**config.mk**
```make
export PLATFORM = sky130hd
export DESIGN_NAME = phys_free_list_flat
export DESIGN_NICKNAME = d
export VERILOG_FILES = /design/src/rtl/phys_free_list_if.sv /design/src/rtl/phys_free_list.sv /design/src/flat_wrapper.sv
export SDC_FILE = /design/constraint.sdc
export NUM_CORES = 1
export LEC_CHECK = 0
export CAP_MARGIN = 5
export CORE_UTILIZATION = 40
export DETAILED_ROUTE_END_ITERATION = 12
export GPL_TIMING_DRIVEN = 0
export PLACE_DENSITY = 0.62
export SETUP_SLACK_MARGIN = 0.05
export SLEW_MARGIN = 0
export SYNTH_ARGS = -nofsm -noshare
export SYNTH_HDL_FRONTEND = slang
export SYNTH_SLANG_ARGS = --single-unit
```
**constraint.sdc**
```tcl
create_clock -name clock -period 6.01 [get_ports clock]
set_clock_uncertainty 0.15 [all_clocks]
set_input_delay 0.9015 -clock clock [delete_from_list [all_inputs] [get_ports clock]]
set_output_delay 0.9015 -clock clock [all_outputs]
set_load 0.005 [all_outputs]
```
**src/rtl/phys_free_list_if.sv**
```systemverilog
// Handshake bundle between the rename stage and the physical-register free list.
// The master side (ROB retire + dispatch) drives push/pop requests; the slave
// side (the free list itself) returns the head tag, occupancy and error status.
interface phys_free_list_if #(
    parameter int PHYS_REG_SZ = 64,
    parameter int ARCH_REG_SZ = 32
);
    localparam int FL_SZ = PHYS_REG_SZ - ARCH_REG_SZ;
    localparam int TAG_W = $clog2(PHYS_REG_SZ);
    localparam int CNT_W = $clog2(FL_SZ + 1);

    // Retire side: t_old tags returned to the pool
    logic             push_en;
    logic [TAG_W-1:0] push_tag;
    // Dispatch side: consume the tag currently presented
    logic             pop_en;
    logic [TAG_W-1:0] free_tag;
    logic             free_valid;
    // Status
    logic [CNT_W-1:0] count;
    logic             full;
    logic             overflow_err;

    modport master (
        output push_en, push_tag, pop_en,
        input  free_tag, free_valid, count, full, overflow_err
    );

    modport slave (
        input  push_en, push_tag, pop_en,
        output free_tag, free_valid, count, full, overflow_err
    );
endinterface

```
**src/rtl/phys_free_list.sv**
```systemverilog
// Free list of physical register indices for an R10K-style rename stage.
// Circular FIFO of FL_SZ = PHYS_REG_SZ - ARCH_REG_SZ entries; at reset it holds
// ARCH_REG_SZ..PHYS_REG_SZ-1 in order (PRs below ARCH_REG_SZ are the initial
// architectural mappings). Retired t_old tags are pushed at the tail, dispatch
// pops the head. PR0 is never freed, so pushes of tag 0 are ignored.
//
// Optional build macro FREELIST_BYPASS_EN: when the list is empty, a push is
// forwarded combinationally to free_tag/free_valid in the same cycle, and a
// same-cycle pop consumes it directly.
module phys_free_list #(
    parameter int PHYS_REG_SZ = 64,
    parameter int ARCH_REG_SZ = 32
) (
    input  logic            clock,
    input  logic            reset,
    phys_free_list_if.slave fl
);
    localparam int FL_SZ = PHYS_REG_SZ - ARCH_REG_SZ;
    localparam int TAG_W = $clog2(PHYS_REG_SZ);
    localparam int PTR_W = $clog2(FL_SZ);
    localparam int CNT_W = $clog2(FL_SZ + 1);

    localparam logic [CNT_W-1:0] CNT_FULL = CNT_W'(FL_SZ);
    localparam logic [PTR_W-1:0] PTR_LAST = PTR_W'(FL_SZ - 1);

    // Storage and bookkeeping
    logic [TAG_W-1:0] r_entry [FL_SZ];
    logic [PTR_W-1:0] r_head;
    logic [PTR_W-1:0] r_tail;
    logic [CNT_W-1:0] r_count;
    logic             r_overflow;

    // Request qualification
    logic             w_push_req;
    logic             w_empty;
    logic             w_full;
    logic             w_bypass;
    logic             w_pop_ok;
    logic             w_push_ok;
    logic             w_push_drop;

    // Next-state values
    logic [PTR_W-1:0] w_head_nxt;
    logic [PTR_W-1:0] w_tail_nxt;
    logic [CNT_W-1:0] w_count_nxt;
    logic             w_overflow_nxt;

    // Output values
    logic [TAG_W-1:0] w_free_tag;
    logic             w_free_valid;

    // Pointer increment with wrap at FL_SZ-1, so FL_SZ need not be a power of two
    function automatic logic [PTR_W-1:0] ptr_inc(input logic [PTR_W-1:0] p);
        return (p == PTR_LAST) ? '0 : p + 1'b1;
    endfunction

    assign w_empty    = (r_count == '0);
    assign w_full     = (r_count == CNT_FULL);
    assign w_push_req = fl.push_en && (fl.push_tag != '0);

`ifdef FREELIST_BYPASS_EN
    // An empty list can hand a freshly retired tag straight to dispatch
    assign w_bypass = w_empty && w_push_req;
`else
    assign w_bypass = 1'b0;
`endif

    // Pop needs something to hand out: a stored tag, or the bypassed push.
    assign w_pop_ok    = fl.pop_en && (!w_empty || w_bypass);
    // A full list still accepts a push when a pop frees a slot in the same cycle.
    assign w_push_ok   = w_push_req && (!w_full || w_pop_ok);
    assign w_push_drop = w_push_req && w_full && !w_pop_ok;

    // Next-state computation for pointers, occupancy and the sticky error
    always_comb begin
        // NOTE: every always_comb output gets a default on entry; a path that
        // leaves one unassigned would infer a latch.
        w_head_nxt     = r_head;
        w_tail_nxt     = r_tail;
        w_count_nxt    = r_count;
        w_overflow_nxt = r_overflow || w_push_drop;

        if (w_pop_ok) begin
            w_head_nxt = ptr_inc(r_head);
        end
        if (w_push_ok) begin
            w_tail_nxt = ptr_inc(r_tail);
        end

        // Both accepted (including the bypass case) leaves occupancy unchanged
        unique case ({w_push_ok, w_pop_ok})
            2'b10:   w_count_nxt = r_count + 1'b1;
            2'b01:   w_count_nxt = r_count - 1'b1;
            default: w_count_nxt = r_count;
        endcase
    end

    // Head tag presented to dispatch, with optional empty-list forwarding
    always_comb begin
        w_free_tag   = r_entry[r_head];
        w_free_valid = !w_empty;
        if (w_bypass) begin
            w_free_tag   = fl.push_tag;
            w_free_valid = 1'b1;
        end
    end

    // Control state register; reset wins over any same-cycle push or pop
    always_ff @(posedge clock) begin
        // NOTE: sequential state uses non-blocking assignments so every register
        // samples pre-edge values regardless of statement order.
        if (reset) begin
            r_head     <= '0;
            r_tail     <= '0;
            r_count    <= CNT_FULL;
            r_overflow <= 1'b0;
        end else begin
            r_head     <= w_head_nxt;
            r_tail     <= w_tail_nxt;
            r_count    <= w_count_nxt;
            r_overflow <= w_overflow_nxt;
        end
    end

    // Tag storage: reset preloads the non-architectural PRs in ascending order
    always_ff @(posedge clock) begin
        // NOTE: this array is reset on purpose, because its reset contents are
        // the initial pool of free registers; plain data buffers are normally
        // left unreset so they can map to RAM.
        if (reset) begin
            for (int i = 0; i < FL_SZ; i++) begin
                r_entry[i] <= TAG_W'(ARCH_REG_SZ + i);
            end
        end else if (w_push_ok) begin
            r_entry[r_tail] <= fl.push_tag;
        end
    end

    assign fl.free_tag     = w_free_tag;
    assign fl.free_valid   = w_free_valid;
    assign fl.count        = r_count;
    assign fl.full         = w_full;
    assign fl.overflow_err = r_overflow;

    // Occupancy can never exceed the list depth
    a_count_bound: assert property (@(posedge clock) disable iff (reset)
        r_count <= CNT_FULL);

    // A valid head without bypass implies stored entries
    a_valid_consistent: assert property (@(posedge clock) disable iff (reset)
        (fl.free_valid && !w_bypass) |-> !w_empty);

endmodule
```
**src/flat_wrapper.sv**
```systemverilog
// flat-port wrapper written by rule: the top's interface ports become plain ports
module phys_free_list_flat 
#(
    parameter int PHYS_REG_SZ = 64,
    parameter int ARCH_REG_SZ = 32
)
  (clock, reset, fl_push_en, fl_push_tag, fl_pop_en, fl_free_tag, fl_free_valid, fl_count, fl_full, fl_overflow_err);
  phys_free_list_if #(.PHYS_REG_SZ(PHYS_REG_SZ), .ARCH_REG_SZ(ARCH_REG_SZ)) fl_i ();
  input  logic clock;
  input  logic reset;
  input wire logic [$bits(fl_i.push_en)-1:0] fl_push_en;
  input wire logic [$bits(fl_i.push_tag)-1:0] fl_push_tag;
  input wire logic [$bits(fl_i.pop_en)-1:0] fl_pop_en;
  output wire logic [$bits(fl_i.free_tag)-1:0] fl_free_tag;
  output wire logic [$bits(fl_i.free_valid)-1:0] fl_free_valid;
  output wire logic [$bits(fl_i.count)-1:0] fl_count;
  output wire logic [$bits(fl_i.full)-1:0] fl_full;
  output wire logic [$bits(fl_i.overflow_err)-1:0] fl_overflow_err;
  assign fl_i.push_en = fl_push_en;
  assign fl_i.push_tag = fl_push_tag;
  assign fl_i.pop_en = fl_pop_en;
  assign fl_free_tag = fl_i.free_tag;
  assign fl_free_valid = fl_i.free_valid;
  assign fl_count = fl_i.count;
  assign fl_full = fl_i.full;
  assign fl_overflow_err = fl_i.overflow_err;
  phys_free_list #(.PHYS_REG_SZ(PHYS_REG_SZ), .ARCH_REG_SZ(ARCH_REG_SZ)) u_core (.clock(clock), .reset(reset), .fl(fl_i));
endmodule
```
# --- Word-level counts from Yosys, hierarchy flattened ---
# Memories as Yosys holds them, arrays and structs flattened. A register that Yosys moved wholly into a read port is not among the register bits.
# Index checks and enable logic that the tools add are counted.
classes:
  add_sub_neg: 4
  eq_ne: 5
  muxes: 13
  n_reduce_logical: 14
op_table:
  columns: ["cell", "n"]
  rows:
  - ["$mux W5", 5]
  - ["$pmux W6 S2", 1]
  - ["$add A5 B1 Y5 const B", 2]
  - ["$eq A5 B5 Y1 const B", 2]
  - ["$add A6 B1 Y6 const B", 1]
  - ["$eq A6 B6 Y1 const B", 1]
  - ["$logic_not A6 Y1", 1]
  - ["$mux W1", 6]
  - ["$mux W6", 1]
  - ["$reduce_bool A6 Y1", 1]
  - ["$reduce_or A6 Y1", 1]
  - ["$sub A6 B1 Y6 const B", 1]
  - ["$logic_and A1 B1 Y1", 5]
  - ["$logic_not A1 Y1", 3]
  - ["$eq A2 B1 Y1 const B", 1]
  - ["$eq A2 B2 Y1 const B", 1]
  - ["$logic_or A1 B1 Y1", 2]
  - ["$reduce_bool A2 Y1", 1]
totals:
  ff_bits: 17
  mem_bits_rw: 192
  input_bits: 10
  output_inout_bits: 15
  word_cells: 41
  mem_count: 1
mem_list:
  columns: ["memory", "depth", "word_bits", "rd", "rd_ports_with_merged_regs", "wr", "line", "source"]
  rows:
  - ["u_core.r_entry", 32, 6, 1, 1, 32, "phys_free_list.sv:27", "logic [TAG_W-1:0] r_entry [FL_SZ];"]

# --- Longest topological paths before layout ---
depth:
  depth_word: 10
  mapped_depth: 11
  depth_no_buf: 10

# --- Worst setup path before layout ---
# No wires, ideal clock.
synth_timing:
  kind: "input to register"
  from: "input fl_push_tag[4]"
  to: "register u_core.r_count[5] (netlist: u_core.fl.count[5])"
  setup_time_ns: 0.136
  arrival_time_ns: 3.519
  t_required_ns: 5.724
  path_slack_ns: 2.205
  path_stages: 11
  path_buffers: 1
  path_cell_list: "clkbuf_8 or4_4 o31ai_4 nand3_4 inv_1 ha_1 a21o_1 o21ba_2 o22a_1 a41oi_1 o221ai_1"
synth_via:
  elab_chain_cells: 5
  word_cells_on_any_way: 7
  cone_classes: "2 x eq/ne; 1 x mux; 4 x reduce/logical"
synth_rtl:
  columns: ["item", "line", "source"]
  rows:
  - ["from (decl)", "flat_wrapper.sv:12", "input wire logic [$bits(fl_i.push_tag)-1:0] fl_push_tag;"]
  - ["$reduce_bool A6 Y1 *", "phys_free_list.sv:59", "assign w_push_req = fl.push_en && (fl.push_tag != '0);"]
  - ["$logic_and A1 B1 Y1 *", "phys_free_list.sv:59", null]
  - ["$logic_and A1 B1 Y1 *", "phys_free_list.sv:71", "assign w_push_ok = w_push_req && (!w_full || w_pop_ok);"]
  - ["$eq A2 B1 Y1 or $eq A2 B2 Y1 (tied branches)", "phys_free_list.sv:91", "unique case ({w_push_ok, w_pop_ok})"]
  - ["$pmux W6 S2 or $reduce_bool A2 Y1 (tied branches)", null, null]
  - ["to (signal assigned)", "phys_free_list.sv:120", "r_count <= w_count_nxt;"]
  - ["to (decl)", "phys_free_list.sv:30", "logic [CNT_W-1:0] r_count;"]
# Every way passes the cells marked *; elsewhere a longest branch is shown, timed or not.
# A chain may end at the register's enable or synchronous reset.

==> impl_metrics.yaml <==
run_status:
  status: "complete, no violations"
synthesis:
  syn_inst: 724
  ys_ff_latch: 214
  synth.largest_area_cell: "edfxtp_1"
  synth_area_sq_um: 10050
  synth.top_cell.area_share_pct: 57.36
  synth_cell_types: 58
  syn_avg_cell_area_sq_um: 13.88
  ys_warn_count: 0
  ys_seq_area_share_pct: 61.75
  synth_most_common_cell: "edfxtp_1"
  synthArstFlopShare_pct: 0
  yosys_most_used_dff: "edfxtp_1"
  yosys-top-cells-count: "edfxtp_1, nor2_1, nand2_1"
  yosys-top-cells-area: "edfxtp_1, mux4_2, dfxtp_1"
  synth_fp_nets: 746
  synth_edf_count: 192
setup_path:
  rrSetupSlack_ns: 2.49
  required_ns: 4.96
  crit_type: "reg2out"
  crit_path_end_kind: "primary output"
  critPathArrivalTime_ns: 4.00
  r2r-end: "u_core.r_entry[5][2]$_SDFFCE_PN1P_"
  r2r_start: "u_core.fl.count[0]$_SDFFE_PP0P_"
  crit_end: "fl_free_tag[5]"
  cp_max_fo: 10
  start_kind: "flip-flop"
  r2r_cells: 6
power_and_ir_drop:
  p_leak_nw: 3.394
  ir_worst_vdd_mv: 0.1429
  finalPower_mw: 3.493
  powerDensity_nw_per_um2: 308.0
floorplan:
  coreArea_sq_um: 24460
  dieArea_sq_um: 25770
  die_w_microns: 160.5
  die_h_microns: 160.5
  placementRows: 57
  num_io_pins: 25
  initial_core_util_pct: 41.09
global_routing:
  grt_pass1_vias: 6322
  grt_max_degree: 14
  grt_pass1_wl_mm: 40.51
  antenna_found_initial: 1
  grt-ovfl-total: 0
  grt_util_all_layers_pct: 21.90
clock_tree:
  clk_pin_slew_ns: 0.06
  clockBufferDepth: 3
  numCtsBuffers: 23
  postCtsSetupRepairBufs: 0
  cts.sink_count: 214
  holdBufCountCts: 0
  insertion_delay_ns: 0.50
  cts-root-buf: "clkbuf_16"
  cts_tree: "done"
  ctsResizeCount: 0
  cts_max_level: 1
detailed_routing:
  drc: 0
  drt_wl_total_mm: 27.79
  vias: 6409
  via_per_inst: 5.790
  routedWlPerCell_microns: 25.11
  drt_iter0_markers: 640
  first_pass_iters: 5
  drtAntennaViolNets: 0
hold_path:
  min_path_type: "reg2reg"
  whs_path_depth: 2
finish:
  nets: 790
  final_util_pct: 46.36
  area_growth_pct: 12.83
  drive_gt1_share_pct: 17.14
  layout.cells.non_filler: 1107
  fill_cells: 2157
sta:
  slew_headroom_pct: 12.85
  finalHoldViolations: 0
  period_share_pct: 84.02
  finalSetupTns_ns: 0
  fmax_mhz: 198.0
  worst_slew_pin_slew_ns: 1.304
  slew_viol_final: 0
  finalSetupViolCount: 0
  fin_crit_ns: 5.050
  rsz0062_at_grt: "false"
run:
  maxCapViolations: 0
placed_design:
  dp_hpwl_mm: 18.35
  post-place-cells: 1067
  place_congestion: 0.8419
  io_buffers: 19
[layout by cell type (no fill, tap or decap), types with 2 or more instances in the layout]
cell,synthesis,routed
clkinv_1,0,8
bufinv_16,0,2
or3b_2,3,3
buf_4,7,7
a21oi_1,13,13
inv_1,9,9
nand2_1,105,105
a21o_1,30,30
a31oi_1,2,2
clkinv_2,0,3
mux2_2,6,6
and3_1,3,3
and2_1,2,2
mux4_2,60,60
nor3b_1,3,3
clkbuf_8,5,5
nand3_1,8,8
clkbuf_16,0,23
ha_1,11,11
clkdlybuf4s50_1,0,19
dfxtp_1,22,22
edfxtp_1,192,192
nor3_1,6,6
nor2_1,111,111
or3_1,33,33
buf_8,2,2
buf_2,6,6
nand3b_1,4,4
buf_1,7,7
mux2i_1,4,4
o21ai_0,9,9
buf_6,2,2
clkbuf_1,26,29
o21bai_1,4,4
[worst min-delay path by stage]
stage / start / to / slack (ns)
final: u_core.fl.overflow_err$_SDFF_PP0_ / u_core.fl.overflow_err$_SDFF_PP0_ / 0.34
after floorplan: u_core.fl.overflow_err$_SDFF_PP0_ / u_core.fl.overflow_err$_SDFF_PP0_ / 0.31
after detailed placement: u_core.fl.overflow_err$_SDFF_PP0_ / u_core.fl.overflow_err$_SDFF_PP0_ / 0.31
after global placement: u_core.fl.overflow_err$_SDFF_PP0_ / u_core.fl.overflow_err$_SDFF_PP0_ / 0.32
after global routing: u_core.fl.overflow_err$_SDFF_PP0_ / u_core.fl.overflow_err$_SDFF_PP0_ / 0.37
after CTS: u_core.fl.overflow_err$_SDFF_PP0_ / u_core.fl.overflow_err$_SDFF_PP0_ / 0.34
[metrics by stage]
step / instance area, sq um / hold slack, ns / setup WS [ns]
2_1_floorplan: 10050 / 0.3104 / 2.205
3_3_place_gp: 10650 / 0.3175 / 1.303
3_5_place_dp: 10650 / 0.3095 / 1.292
4_1_cts: 11340 / 0.3404 / 0.9630
5_1_grt: 11340 / 0.3692 / 0.8517
6_report: 11340 / 0.3434 / 0.9602
[critical path, cell delays in order (launching register included)]
cell	delay [ns]
dfxtp_1	0.40
clkbuf_1	0.71
clkbuf_1	0.62
mux4_2	0.46
mux4_2	0.54
mux2_2	0.31
clkdlybuf4s50_1	0.45
[power breakdown]
group	internal [mW]	leakage, nW	switching [mW]
clock network	0.779	0.340	0.563
registers	1.66	1.77	0.0314
logic	0.197	1.29	0.267
[flip-flops by register name (all words and copies together) (netlist names), named ones only]
name	count
u_core.r_entry	192
u_core.fl.count	6
u_core.r_head	5
u_core.r_tail	5
u_core.fl.overflow_err	1
[layer usage]
layer  part of all wire (%)  global-route usage [%]
met3                    7.6                   2.867
met5                      0                       0
met4                    3.4                   8.528
met1                     42                   30.93
met2                     47                   34.51
[logic make-up (layout without fill, tap and decap cells)]
| family | Yosys count | after routing | share of synthesized area, % |
|---|---|---|---|
| other | 0 | 1 | 0 |
| AOI/OAI and AO/OA | 69 | 69 | 4.843 |
| xor gates and xnor gates | 2 | 2 | 0.1743 |
| and+or+nand+nor | 292 | 292 | 13.51 |
| DFF | 214 | 214 | 61.75 |
| adders and majority gates | 12 | 12 | 1.569 |
| buffers and inverters | 65 | 123 | 3.647 |
| muxes | 70 | 70 | 14.52 |
[layout make-up]
cell class | instances | area [sq um] | area share (%)
timing repair buffer | 19 | 190.2 | 1.677
buffer | 56 | 332.8 | 2.935
inverter | 9 | 33.78 | 0.2979
clock inverter | 13 | 105.1 | 0.9267
sequential | 214 | 6206 | 54.72
multi-input combinational | 445 | 3478 | 30.67
clock buffer | 26 | 586.8 | 5.174
tap | 324 | 405.4 | 3.575
antenna | 1 | 2.502 | 0.02207
(Power assumes the default switching activity.)
